--- src/rtl/eq_gain_sequencer.sv ---
`default_nettype none
// +----------------------------------------------------------------------------+
// | eq_gain_sequencer: loads per-band EQ gains, then gates samples into core   |
// | Rev 1.0                                                                    |
// +----------------------------------------------------------------------------+
module eq_gain_sequencer #(
  parameter int NBANDS   = 10,
  parameter int GW       = 4,
  parameter int MAX_GAIN = 12,
  parameter int DW       = 16
) (
  input  logic                 clk,
  input  logic                 reset,
  input  logic                 en,
  input  logic [NBANDS*GW-1:0] gain_all,
  input  logic                 s_valid,
  input  logic [DW-1:0]        s_data,
  output logic                 s_ready,
  input  logic                 eq_in_ready,
  output logic                 eq_in_valid,
  output logic [DW-1:0]        eq_din,
  output logic                 eq_gainwe,
  output logic                 eq_gainset,
  output logic [3:0]           eq_band,
  output logic [GW-1:0]        eq_gain,
  output logic                 busy
);

  typedef enum logic [1:0] {
    ST_IDLE   = 2'd0,
    ST_LOAD   = 2'd1,
    ST_COMMIT = 2'd2,
    ST_RUN    = 2'd3
  } state_t;

  localparam logic [3:0]    C_LAST_BAND = 4'(NBANDS - 1);
  localparam logic [GW-1:0] C_MAX_GAIN  = GW'(MAX_GAIN);

  state_t               r_state, w_state_nxt;
  logic [3:0]           r_band_cnt, w_band_cnt_nxt;
  logic [NBANDS*GW-1:0] r_shadow, w_shadow_nxt;
  logic                 w_chg;
  logic                 w_load_nxt;
  logic                 w_commit_nxt;
  logic [GW-1:0]        w_code;
  logic [GW-1:0]        w_gain_nxt;

  function automatic logic [GW-1:0] band_code(input logic [NBANDS*GW-1:0] vec,
                                              input logic [3:0]           idx);
    band_code = '0;
    for (int k = 0; k < NBANDS; k++) begin
      if (idx == 4'(k)) band_code = vec[k*GW +: GW];
    end
  endfunction

  // The shadow copy is what was last loaded; any difference means the core is stale.
  assign w_chg       = (gain_all != r_shadow);
  assign s_ready     = (r_state == ST_RUN) && eq_in_ready && !w_chg;
  assign eq_in_valid = s_valid && s_ready;
  assign eq_din      = s_data;

  always_comb begin
    w_state_nxt    = r_state;
    w_band_cnt_nxt = r_band_cnt;
    w_shadow_nxt   = r_shadow;
    case (r_state)
      ST_IDLE: begin
        if (en) begin
          w_state_nxt    = ST_LOAD;
          w_shadow_nxt   = gain_all;
          w_band_cnt_nxt = '0;
        end
      end
      ST_LOAD: begin
        if (r_band_cnt == C_LAST_BAND) begin
          w_state_nxt    = ST_COMMIT;
          w_band_cnt_nxt = '0;
        end else begin
          w_band_cnt_nxt = r_band_cnt + 4'd1;
        end
      end
      ST_COMMIT: w_state_nxt = ST_RUN;
      ST_RUN: begin
        if (w_chg) begin
          w_state_nxt    = ST_LOAD;
          w_shadow_nxt   = gain_all;
          w_band_cnt_nxt = '0;
        end
      end
      default: w_state_nxt = ST_IDLE;
    endcase
    // Dropping enable abandons any partial load outright.
    if (!en) begin
      w_state_nxt    = ST_IDLE;
      w_band_cnt_nxt = '0;
    end
  end

  assign w_load_nxt   = (w_state_nxt == ST_LOAD);
  assign w_commit_nxt = (w_state_nxt == ST_COMMIT);
  assign w_code       = band_code(w_shadow_nxt, w_band_cnt_nxt);
  assign w_gain_nxt   = (w_code > C_MAX_GAIN) ? C_MAX_GAIN : w_code;

  // Core-facing controls are registered from the next state so they align with it.
  always_ff @(posedge clk or posedge reset) begin
    if (reset) begin
      r_state    <= ST_IDLE;
      r_band_cnt <= '0;
      r_shadow   <= '0;
      eq_gainwe  <= 1'b0;
      eq_gainset <= 1'b0;
      eq_band    <= '0;
      eq_gain    <= '0;
      busy       <= 1'b0;
    end else begin
      r_state    <= w_state_nxt;
      r_band_cnt <= w_band_cnt_nxt;
      r_shadow   <= w_shadow_nxt;
      eq_gainwe  <= w_load_nxt;
      eq_gainset <= w_commit_nxt;
      eq_band    <= w_load_nxt ? w_band_cnt_nxt : 4'd0;
      eq_gain    <= w_load_nxt ? w_gain_nxt : '0;
      busy       <= w_load_nxt | w_commit_nxt;
    end
  end

endmodule
`default_nettype wire

--- config.mk ---
export PLATFORM = sky130hd
export DESIGN_NAME = eq_gain_sequencer
export DESIGN_NICKNAME = d
export VERILOG_FILES = /design/src/rtl/eq_gain_sequencer.sv
export SDC_FILE = /design/constraint.sdc
export NUM_CORES = 1
export LEC_CHECK = 0
export BUFFER_PORTS_ARGS = -buffer_cell sky130_fd_sc_hd__buf_2
export CORE_MARGIN = 3
export CORE_UTILIZATION = 59
export DETAILED_ROUTE_END_ITERATION = 8
export PLACE_DENSITY = 0.95
export SLEW_MARGIN = 25
export SYNTH_ARGS = -nofsm -noshare
export SYNTH_HDL_FRONTEND = slang
export SYNTH_SLANG_ARGS = --single-unit
--- constraint.sdc ---
create_clock -name clk -period 5.9 [get_ports clk]
set_clock_uncertainty 0.15 [all_clocks]
set_input_delay 0.885 -clock clk [delete_from_list [all_inputs] [get_ports clk]]
set_output_delay 0.885 -clock clk [all_outputs]
set_load 0.01 [all_outputs]
# Word level (Yosys, flattened, before mapping)
# Cells that the tools add are included.
dict set report totals {
  register_bits 57
  in_bits 61
  wordCells 57
}
dict set report classes {
  n_addsub 1
  n_lt_le_gt_ge 1
  n_eq_ne 16
  mux 24
  n_bitwise 1
  reduce_logical 6
}
# cell count
set ops {}
lappend ops {{40-bit 2-to-1 mux} 2}
lappend ops {{40-bit one-hot mux with 2 select lines} 1}
lappend ops {{4-bit 2-to-1 mux} 16}
lappend ops {{40-bit inequality test} 1}
lappend ops {{4-bit by 3-bit == test with 1-bit output (second input constant)} 4}
lappend ops {{4-bit == test (second input constant)} 3}
lappend ops {{4-bit one-hot mux with 3 select lines} 1}
lappend ops {{4-bit by 2-bit == test with 1-bit output (second input constant)} 2}
lappend ops {{2-bit one-hot mux with 4 select lines} 1}
lappend ops {{2-bit == test (second input constant)} 3}
lappend ops {{2-bit 2-to-1 mux} 3}
lappend ops {{4-bit by 1-bit adder with 4-bit output (second input constant)} 1}
lappend ops {{2-bit by 1-bit == test with 1-bit output (second input constant)} 2}
lappend ops {{4-bit by 1-bit == test with 1-bit output (second input constant)} 1}
lappend ops {{4-bit greater-than comparator (second input constant)} 1}
lappend ops {{4-bit logical NOT} 1}
lappend ops {{1-bit logical AND} 3}
lappend ops {{2-bit logical NOT} 1}
lappend ops {{1-bit logical NOT} 1}
lappend ops {{1-bit bitwise OR} 1}

# Depth between registers and ports, before layout
# Gate-level depths: netlist of the first run.
dict set report depth {
  depth_word 18
  depth_mapped 15
  mapped_depth_nobuf 13
}

# Worst setup path before layout of the first run
# No wires, ideal clock.
dict set report synth_path {
  path_type {input-to-reg}
  startpoint {input port gain_all[19]}
  endpoint {register eq_gain[1]}
  setup_ns 0.120
  t_arrival_ns 3.207
  t_required_ns 5.630
  setup_slack_ns 2.424
  stages 12
  path_buffers 1
  cell_sequence {xor2_1 -> nor4_1 -> nand4_2 -> nor3b_4 -> a41oi_4 -> clkinv_2 -> buf_6 -> nor3_1 -> nand3_1 -> o2111ai_1 -> a221o_1 -> and3_1}
}
dict set report synth_via {
  elab_chain_cells 18
  elab_cells_between_ends 34
  classes_between {order compare (1); eq/ne (11); mux (21); reduce/logical (1)}
}
# element line
set synth_lines {}
lappend synth_lines {{start, declared} 15} ;# input logic [NBANDS*GW-1:0] gain_all,
lappend synth_lines {{40-bit inequality test (*)} 57} ;# assign w_chg = (gain_all != r_shadow);
lappend synth_lines {{4-bit 2-to-1 mux (*)} 84} ;# if (w_chg) begin
lappend synth_lines {{4-bit one-hot mux with 3 select lines (*)} 66} ;# case (r_state)
lappend synth_lines {{4-bit 2-to-1 mux (*)} 93} ;# if (!en) begin
lappend synth_lines {{via w_band_cnt_nxt[3]} 40} ;# logic [3:0] r_band_cnt, w_band_cnt_nxt;
lappend synth_lines {{4-bit logical NOT} 52} ;# if (idx == 4'(k)) band_code = vec[k*GW +: GW];
lappend synth_lines {{4-bit 2-to-1 mux (9 in series)} 52}
lappend synth_lines {{4-bit 2-to-1 mux (*)} 52}
lappend synth_lines {{4-bit greater-than comparator} 102} ;# assign w_gain_nxt = (w_code > C_MAX_GAIN) ? C_MAX_GAIN : w_code;
lappend synth_lines {{4-bit 2-to-1 mux (*)} 102}
lappend synth_lines {{4-bit 2-to-1 mux (*)} 122} ;# eq_gain <= w_load_nxt ? w_gain_nxt : '0;
lappend synth_lines {{end signal, assigned} 122}
lappend synth_lines {{end, declared} 25} ;# output logic [GW-1:0] eq_gain,
# Mark *: on every way through the listed nets, which the timed path passes. The rest lies on a longest branch.

# Worst setup path after layout of the first run
dict set report layout_path {
  startpoint {input port gain_all[23]}
  endpoint {register eq_gain[1]}
}
dict set report layout_via {
  elab_chain_cells 18
  elab_cells_between_ends 34
  classes_between {order compare (1); eq/ne (11); mux (21); reduce/logical (1)}
}
# element line
set layout_lines {}
lappend layout_lines {{40-bit inequality test} 57}
lappend layout_lines {{4-bit 2-to-1 mux} 84}
lappend layout_lines {{4-bit one-hot mux with 3 select lines} 66}
lappend layout_lines {{4-bit 2-to-1 mux} 93}
lappend layout_lines {{4-bit logical NOT} 52}
lappend layout_lines {{4-bit 2-to-1 mux (10 in series)} 52}
lappend layout_lines {{4-bit greater-than comparator} 102}
lappend layout_lines {{4-bit 2-to-1 mux} 102}
lappend layout_lines {{4-bit 2-to-1 mux (*)} 122}
# Mark *: on every way between the ends. The rest lies on a longest branch, timed or not.

==> impl_metrics.csv, run 1 <==
group,metric,value,unit
power_and_ir_drop,p_int,723.3,uW
floorplanning,die_height,87.28,um
timing,setup_tns,0,ns
layout,syn2layout_area_growth,9.085,%
global_route,global_route.usage.met2,42.95,%
global_route,grt.total_usage,28.84,%
layout,multi_input_combinational_cell_area,0.002123,mm^2
setup_path,path_buf_inv,1,
global_route,grt_max_degree,58,
setup_path,crit_path_cell_trace,"buf_2, xor2_1, nor4_1, nand4_2, nor3b_4, a41oi_4, nor3_2, a2111oi_2, a31oi_1, o211ai_1, and3_1",
status,run_status,"complete, no violations",
clocking,ctsHtreeMaxLevel,3,
layout,nNetsFinal,503,
synth,synth_cells,402,
timing,holdWs,0.3983,ns
layout,final.fill_count,461,
setup_path,worst_path_largest_cell_delay,0.83,ns
setup_path,critical_path_arrival,4.23,ns
setup_path,timing.reg2reg.worst_path_depth,12,
synth,ys_types,63,
routing,detail_route.drc_violations,0,
setup_path,crit_required,5.99,ns
setup_path,setup.worst_path.class,"input pin to flop",
floorplanning,start_util,63.21,%
routing,detailedRoute.firstPassIterationCount,6,
clocking,cts_hold_buf,0,
setup_path,worst_setup_path_end_kind,"flop",
floorplanning,std_cell_rows,28,
global_route,grt-ovfl-total,0,
power_and_ir_drop,clock_group_share_of_total_power,35.2,%
clocking,post-cts-setup-buffers,0,
routing,detail_route.iter0.violations,328,
layout,num_antenna_cells,0,
clocking,cts-buffers-inserted,9,
power_and_ir_drop,sequential_cell_fraction_of_total_power,43.2,%
setup_path,timing.critical_path.fanout_max,19,
clocking,cts-resized-gates,0,
layout,mostFrequentLayoutCells,"sky130_fd_sc_hd__dfrtp_1 (57), sky130_fd_sc_hd__buf_2 (57), sky130_fd_sc_hd__xor2_1 (40)",
synth,synth_nets,472,
floorplanning,design.portCount,90,
routing,wire_per_inst,20.75,um
floorplanning,placeableCoreArea,0.006166,mm^2
timing,grt_setup_unrepaired,"false",
synth,ys_ff_latch,57,
timing,timing.final.crit_share,70.17,%
run,cap_violations,0,
routing,avgViaCountPerCell,6.743,
clocking,clock_tree.buffer_depth,2,
layout,finalInstanceArea,0.004252,mm^2
placed_design,port-buffer-count,57,
clocking,root_buffer,"sky130_fd_sc_hd__clkbuf_8",
global_route,global_route_wire_length_before_repair,16680,um
timing,final-setup-viol-count,0,
clocking,clkSlewWorstSetupHoldPaths,0.07,ns
placed_design,detailed_place_hpwl,7578,um
synth,mapped_avg_cell_area,9.695,um^2
floorplanning,fp.dieW,87.28,um
setup_path,path_depth,11,
placed_design,placed_cell_area,0.004053,mm^2
setup_path,critical-path-slowest-cell,"sky130_fd_sc_hd__nor3b_4",
routing,final_antenna_net_count,0,
layout,regArea,0.001426,mm^2
setup_path,critical-path-top-delay-family,"simple AND/OR/NAND/NOR gates",
power_and_ir_drop,pwr-share-comb,21.6,%
power_and_ir_drop,power.switching,343.6,uW
synth,ys.flop_type,"sky130_fd_sc_hd__dfrtp_1",
synth,synth-async-reset-ratio,100.0,%
clocking,tritoncts,"yes",
min_path,hold_path_depth,1,
placed_design,routabilityCongestion,0.9468,
routing,totalWireLength,10650,um
layout,count_of_placed_standard_cells_in_the_final_layout_fillers_left_out,513,
global_route,grt_pass1_vias,3344,
layout,final_layout_size_suffix_gt1_share,23.06,%
floorplanning,die_area,0.007617,mm^2
placed_design,dpl.cell_count,497,
synth,cell_area_after_technology_mapping,0.003897,mm^2
timing,timing.slew.headroom,39.63,%
power_and_ir_drop,sw_frac_of_total,32.21,%
global_route,grt_util_met1,37.24,%
power_and_ir_drop,cellPowerDensity,251.0,mW/mm^2
routing,route.vias.total,3459,
synth,synth-edff-count,0,
synth,synth.yosys.seq_area_share,36.60,%
synth,number_of_synthesis_warnings,0,
setup_path,type_of_element_launching_the_critical_path,"input pin",
global_route,peak_usage_layer_in_the_global_routing_report,"met2",
timing,hold_viol,0,
global_route,use_met3,8.136,%
clocking,insertion_delay,0.35,ns
min_path,min_path_type,"flop to flop",
timing,fmax,241.5,MHz
power_and_ir_drop,max-vdd-ir-drop,0.1804,mV
timing,finalCriticalPeriod,4.140,ns
clocking,clock_sink_count,57,
global_route,grt_antenna_before_repair,0,
timing,actual_slew_at_the_worst_max_slew_pin,0.9047,ns
power_and_ir_drop,static-leakage-power,0.002107,uW
timing,report.final.slew_viol_count,0,
routing by layer:
metal	part of all wire [%]	routed length, um
met5	0	0
met3	9.1	967
met1	41	4314
met2	46	4884
met4	4.5	481
worst reg2reg max path, cell delays in order (launching register included):
cell and delay, ns:
sky130_fd_sc_hd__dfrtp_1 0.41, sky130_fd_sc_hd__inv_1 0.11, sky130_fd_sc_hd__ha_1 0.50, sky130_fd_sc_hd__and3b_1 0.70, sky130_fd_sc_hd__inv_1 0.12, sky130_fd_sc_hd__o21ai_0 0.11
sky130_fd_sc_hd__o31a_2 0.57, sky130_fd_sc_hd__nand2_1 0.20, sky130_fd_sc_hd__a2111oi_2 0.41, sky130_fd_sc_hd__a2111oi_2 0.10, sky130_fd_sc_hd__a31oi_1 0.27, sky130_fd_sc_hd__o211ai_1 0.15
sky130_fd_sc_hd__and3_1 0.19
kinds of logic after synthesis:
logic type                 Yosys count  synth area share, %
and+or+nand+nor                    113                16.82
AOI/OAI and AO/OA                  106                23.15
buffers and inverters               68                9.021
DFF                                 57                36.60
xor gates and xnor gates            40                8.989
muxes                                9                2.536
adders and majority gates            9                2.889
Yosys cell counts (3+ instances only):
cell type                  number  area share (%)
sky130_fd_sc_hd__mux2_1         5             1.4
sky130_fd_sc_hd__inv_1         27             2.6
sky130_fd_sc_hd__o211ai_1       8             1.5
sky130_fd_sc_hd__a31oi_1        6            0.96
sky130_fd_sc_hd__nand3_1        9             1.2
sky130_fd_sc_hd__nor3_1         6            0.77
sky130_fd_sc_hd__xor2_1        40             9.0
sky130_fd_sc_hd__a21o_1         3            0.58
sky130_fd_sc_hd__nand2_1       29             2.8
sky130_fd_sc_hd__buf_2          8             1.0
sky130_fd_sc_hd__nand2b_1       8             1.3
sky130_fd_sc_hd__buf_4         19             3.7
sky130_fd_sc_hd__nor2b_1        7             1.1
sky130_fd_sc_hd__a22oi_1        8             1.5
sky130_fd_sc_hd__and3_1         8             1.3
sky130_fd_sc_hd__and2_1         7             1.1
sky130_fd_sc_hd__a32oi_1        3            0.67
sky130_fd_sc_hd__a221oi_1       3            0.67
sky130_fd_sc_hd__a221o_1        3            0.77
sky130_fd_sc_hd__a22o_1        20             4.5
sky130_fd_sc_hd__a222oi_1       9             2.3
sky130_fd_sc_hd__clkbuf_1      10            0.96
sky130_fd_sc_hd__nor4_1         6            0.96
sky130_fd_sc_hd__a211oi_1       3            0.58
sky130_fd_sc_hd__nor4_2         5             1.6
sky130_fd_sc_hd__ha_1           9             2.9
sky130_fd_sc_hd__nor2_1        13             1.3
sky130_fd_sc_hd__o21ai_0       13             1.7
sky130_fd_sc_hd__dfrtp_1       57              37
registers in the layout (all words and copies together) (netlist names):
signal and count:
eq_band 4, r_shadow 40, r_state 2, r_band_cnt 4, eq_gainset 1, eq_gain 4
busy 1, eq_gainwe 1
final timing paths:
path | start | end | slack [ns]
max | gain_all[23] | eq_gain[1] | 1.76
min reg2reg | r_shadow[0] | r_shadow[0] | 0.40
min in group asynchronous | reset | r_shadow[7] | 0.58
min | r_shadow[0] | r_shadow[0] | 0.40
max reg2reg | r_state[0] | eq_gain[1] | 1.80
max in group asynchronous | reset | r_shadow[25] | 4.53
final cells by class:
type                       instances  area share [%]
timing repair buffer              58           6.886
clock inverter                     6           1.354
tap                               75           2.207
clock buffer                      10           3.237
sequential                        57           33.55
multi-input combinational        277           49.94
inverter                          30           2.825
power by group through the flow:
stage               logic [uW]  registers, uW  clock network (uW)
floorplan                  165            462                   0
global placement           220            464                   0
detailed placement         225            467                   0
CTS                        226            460                 374
global route               250            465                 394
finish                     230            461                 376
metrics by stage:
stage | power [uW] | setup slack (ns) | util [%]
final | 1067 | 1.760 | 68.95
after global routing | 1109 | 1.538 | 68.95
after CTS | 1060 | 1.486 | 68.89
after detailed placement | 691.5 | 1.509 | 65.73
after global placement | 683.3 | 1.543 | 65.73
after floorplan | 626.8 | 2.424 | -
Note: power is estimated with default switching activity, not from simulation.
==> inputs of run 2 (changes only) <==
Settings changed: ABC_AREA set to 1, CORE_UTILIZATION 59 to 51, PLACE_DENSITY 0.95 to 0.9.
Clock period 5.9 ns to 3.65 ns, I/O delays scaled along.
==> run 2 against run 1 <==
- non-clock buffer count increased by 8
- die area grew 31%
- power up 81%
- sequential power is 71% higher
- clock power is 76% higher
- synthesized area is 16% higher
- global-route usage fell by 3.5 points
- hold slack worse by 0.26 ns
- critical path depth up 6
- largest cell class unchanged
- largest power group unchanged
==> impl_metrics.csv, run 2 <==
group,metric,value,unit
status,run_status,"complete, no violations",
clocking,tritoncts,"yes",
setup_path,worst_setup_path_end_kind,"flop",
floorplanning,design.portCount,90,
routing,avgViaCountPerCell,5.415,
timing,hold_viol,0,
clocking,insertion_delay,0.36,ns
clocking,cts-buffers-inserted,9,
synth,cell_area_after_technology_mapping,0.004502,mm^2
setup_path,timing.critical_path.fanout_max,21,
timing,grt_setup_unrepaired,"false",
timing,report.final.slew_viol_count,0,
routing,wire_per_inst,14.50,um
layout,syn2layout_area_growth,10.56,%
synth,synth-edff-count,0,
synth,synth_largest_area_cell,"sky130_fd_sc_hd__dfrtp_1",
layout,final.fill_count,761,
min_path,min_path_type,"input pin to asynchronous set/reset pin",
synth,number_of_synthesis_warnings,0,
global_route,global_route_wire_length_before_repair,20190,um
layout,num_antenna_cells,0,
layout,final_layout_size_suffix_gt1_share,15.65,%
global_route,grt.total_usage,25.33,%
clocking,clock_sink_count,57,
floorplanning,std_cell_rows,33,
routing,detail_route.iter0.violations,357,
timing,final-setup-viol-count,0,
floorplanning,fp.dieW,99.95,um
clocking,cts-resized-gates,0,
synth,muxShareOfSynthArea,0,%
power_and_ir_drop,cellPowerDensity,388.8,mW/mm^2
synth,synth_simple_gate_area_share,32.41,%
synth,synth_top_family_by_area,"simple AND/OR/NAND/NOR gates",
timing,fmax,331.0,MHz
synth,ys_types,36,
floorplanning,die_area,0.009990,mm^2
synth,synthTopCellsByArea,"sky130_fd_sc_hd__dfrtp_1 (32%), sky130_fd_sc_hd__nand2_1 (16%), sky130_fd_sc_hd__inv_1 (11%), sky130_fd_sc_hd__nor2_1 (6.9%), sky130_fd_sc_hd__o21ai_0 (4.9%)",
placed_design,routabilityCongestion,0.9450,
synth,synth.yosys.seq_area_share,31.68,%
layout,nNetsFinal,800,
synth,mapped_avg_cell_area,6.477,um^2
layout,registers.top_by_ff_count,"r_shadow",
placed_design,detailed_place_hpwl,8796,um
synth,ys_ff_latch,57,
layout,max_ffs_per_register,40,
timing,finalCriticalPeriod,3.021,ns
routing,detail_route.drc_violations,0,
synth,ys.flop_type,"sky130_fd_sc_hd__dfrtp_1",
floorplanning,placeableCoreArea,0.008382,mm^2
synth,synth_cells,695,
run,cap_violations,0,
routing,route.vias.total,4549,
global_route,grt_pass1_vias,4273,
floorplanning,start_util,53.71,%
setup_path,crit_required,3.74,ns
clocking,ctsHtreeMaxLevel,3,
setup_path,setup.worst_path.class,"flop to flop",
synth,synth-async-reset-ratio,100.0,%
routing,detailedRoute.firstPassIterationCount,5,
layout,most_frequent_standard_cell_in_the_layout_excluding_fill_and_tap_cells,"sky130_fd_sc_hd__nand2_1",
synth,synth_xor_area_share,0.1946,%
clocking,post-cts-setup-buffers,0,
setup_path,critical_path_arrival,3.11,ns
synth,post_synth_most_frequent_cells,"sky130_fd_sc_hd__nand2_1 (188), sky130_fd_sc_hd__inv_1 (132), sky130_fd_sc_hd__nor2_1 (83)",
routing,routed_length_on_met2,5603,um
synth,synth_nets,765,
layout,mostFrequentLayoutCells,"sky130_fd_sc_hd__nand2_1 (188), sky130_fd_sc_hd__inv_1 (131), sky130_fd_sc_hd__nor2_1 (83)",
clocking,clock_tree.buffer_depth,2,
timing,setup_tns,0,ns
routing,final_antenna_net_count,0,
global_route,grt_max_degree,64,
clocking,cts_hold_buf,0,
clocking,root_buffer,"sky130_fd_sc_hd__clkbuf_8",
timing,actual_slew_at_the_worst_max_slew_pin,0.8821,ns
placed_design,port-buffer-count,57,
power_and_ir_drop,report.power.total,1935,uW
synth,netlist.area_leader.share,31.68,%
timing,timing.slew.headroom,41.19,%
power_and_ir_drop,max-vdd-ir-drop,0.1840,mV
clocking,clkSlewWorstSetupHoldPaths,0.07,ns
timing,timing.final.crit_share,82.78,%
routing,met3_length,895,um
synth,most_frequent_cell_after_synthesis,"sky130_fd_sc_hd__nand2_1",
routing,maxUsedRoutingLayer,"met4",
routing,totalWireLength,12180,um
global_route,grt_antenna_before_repair,0,
synth,synth_compound_area_share,16.84,%
power_and_ir_drop,static-leakage-power,0.002731,uW
floorplanning,die_height,99.95,um
routing,wirelength_met1,5412,um
global_route,grt-ovfl-total,0,
synth,post_synth_fa_ha_maj_area_fraction,2.501,%
setup_path,type_of_element_launching_the_critical_path,"flop",
==> run 2: power breakdown <==
| part | switching (uW) | internal (uW) |
|---|---|---|
| registers | 75.7 | 712 |
| logic | 316 | 171 |
| clock network | 279 | 381 |
==> run 2: kinds of logic (layout without fill, tap and decap cells) <==
logic type	count (synthesis)	count (layout)
buf+inv	180	220
compound gates	116	116
fa+ha+maj	9	9
flops	57	57
simple gates	332	332
xor+xnor	1	1
==> run 2: worst paths after layout <==
path                              start       endpoint  slack, ns  depth (start not counted)
setup / recovery             r_state[1]     eq_gain[0]       0.63                         17
hold / removal                    reset   r_shadow[28]       0.14                          2
setup reg to reg             r_state[1]     eq_gain[0]       0.63                         17
hold reg to reg            r_shadow[32]   r_shadow[32]       0.43                          2
max in group asynchronous         reset  r_band_cnt[3]       2.37                          3
min in group clk           gain_all[38]   r_shadow[38]       0.35                          3
==> run 2: metrics by stage <==
stage	hold slack, ns	instances	util, %	setup slack, ns	area, um^2
4_1_cts	0.1707	840	59.38	0.6803	4977
5_1_grt	0.1823	840	59.38	0.3237	4977
3_3_place_gp	0.4098	824	56.87	0.6175	4767
6_report	0.1422	840	59.38	0.6287	4977
3_5_place_dp	0.4025	824	56.87	0.5873	4767
2_1_floorplan	0.3605	695	-	1.196	4502
==> run 2: final cells by class <==
| class | count | area [um^2] | area share (%) |
|---|---|---|---|
| multi-input combinational | 458 | 2338 | 46.98 |
| sequential | 57 | 1426 | 28.66 |
| inverter | 138 | 518.0 | 10.41 |
| timing repair buffer | 66 | 352.8 | 7.089 |
| tap | 105 | 131.4 | 2.640 |
| clock buffer | 10 | 127.6 | 2.564 |
| clock inverter | 6 | 82.58 | 1.659 |
==> run 2: per-layer routing <==
metal  global-route usage [%]  vias up
met5                        0        -
met4                    9.979        0
met3                    4.656       38
met2                    40.58      186
met1                    33.92     2062
li1                         -     2263
==> run 2: critical path, cell delays in order, from the launching register on <==
cell                       delay, ns
sky130_fd_sc_hd__dfrtp_1        0.40
sky130_fd_sc_hd__inv_1          0.14
sky130_fd_sc_hd__ha_1           0.76
sky130_fd_sc_hd__o21ai_0        0.20
sky130_fd_sc_hd__o221ai_1       0.22
sky130_fd_sc_hd__o21ai_0        0.12
sky130_fd_sc_hd__inv_1          0.12
sky130_fd_sc_hd__nand3_1        0.09
sky130_fd_sc_hd__nand2_1        0.07
sky130_fd_sc_hd__nor2_1         0.05
sky130_fd_sc_hd__nand4_1        0.07
sky130_fd_sc_hd__nand2_1        0.05
sky130_fd_sc_hd__nand3_1        0.07
sky130_fd_sc_hd__nand2_1        0.08
sky130_fd_sc_hd__inv_1          0.07
sky130_fd_sc_hd__nand2_1        0.05
sky130_fd_sc_hd__nor2_1         0.12
sky130_fd_sc_hd__nor2_1         0.06
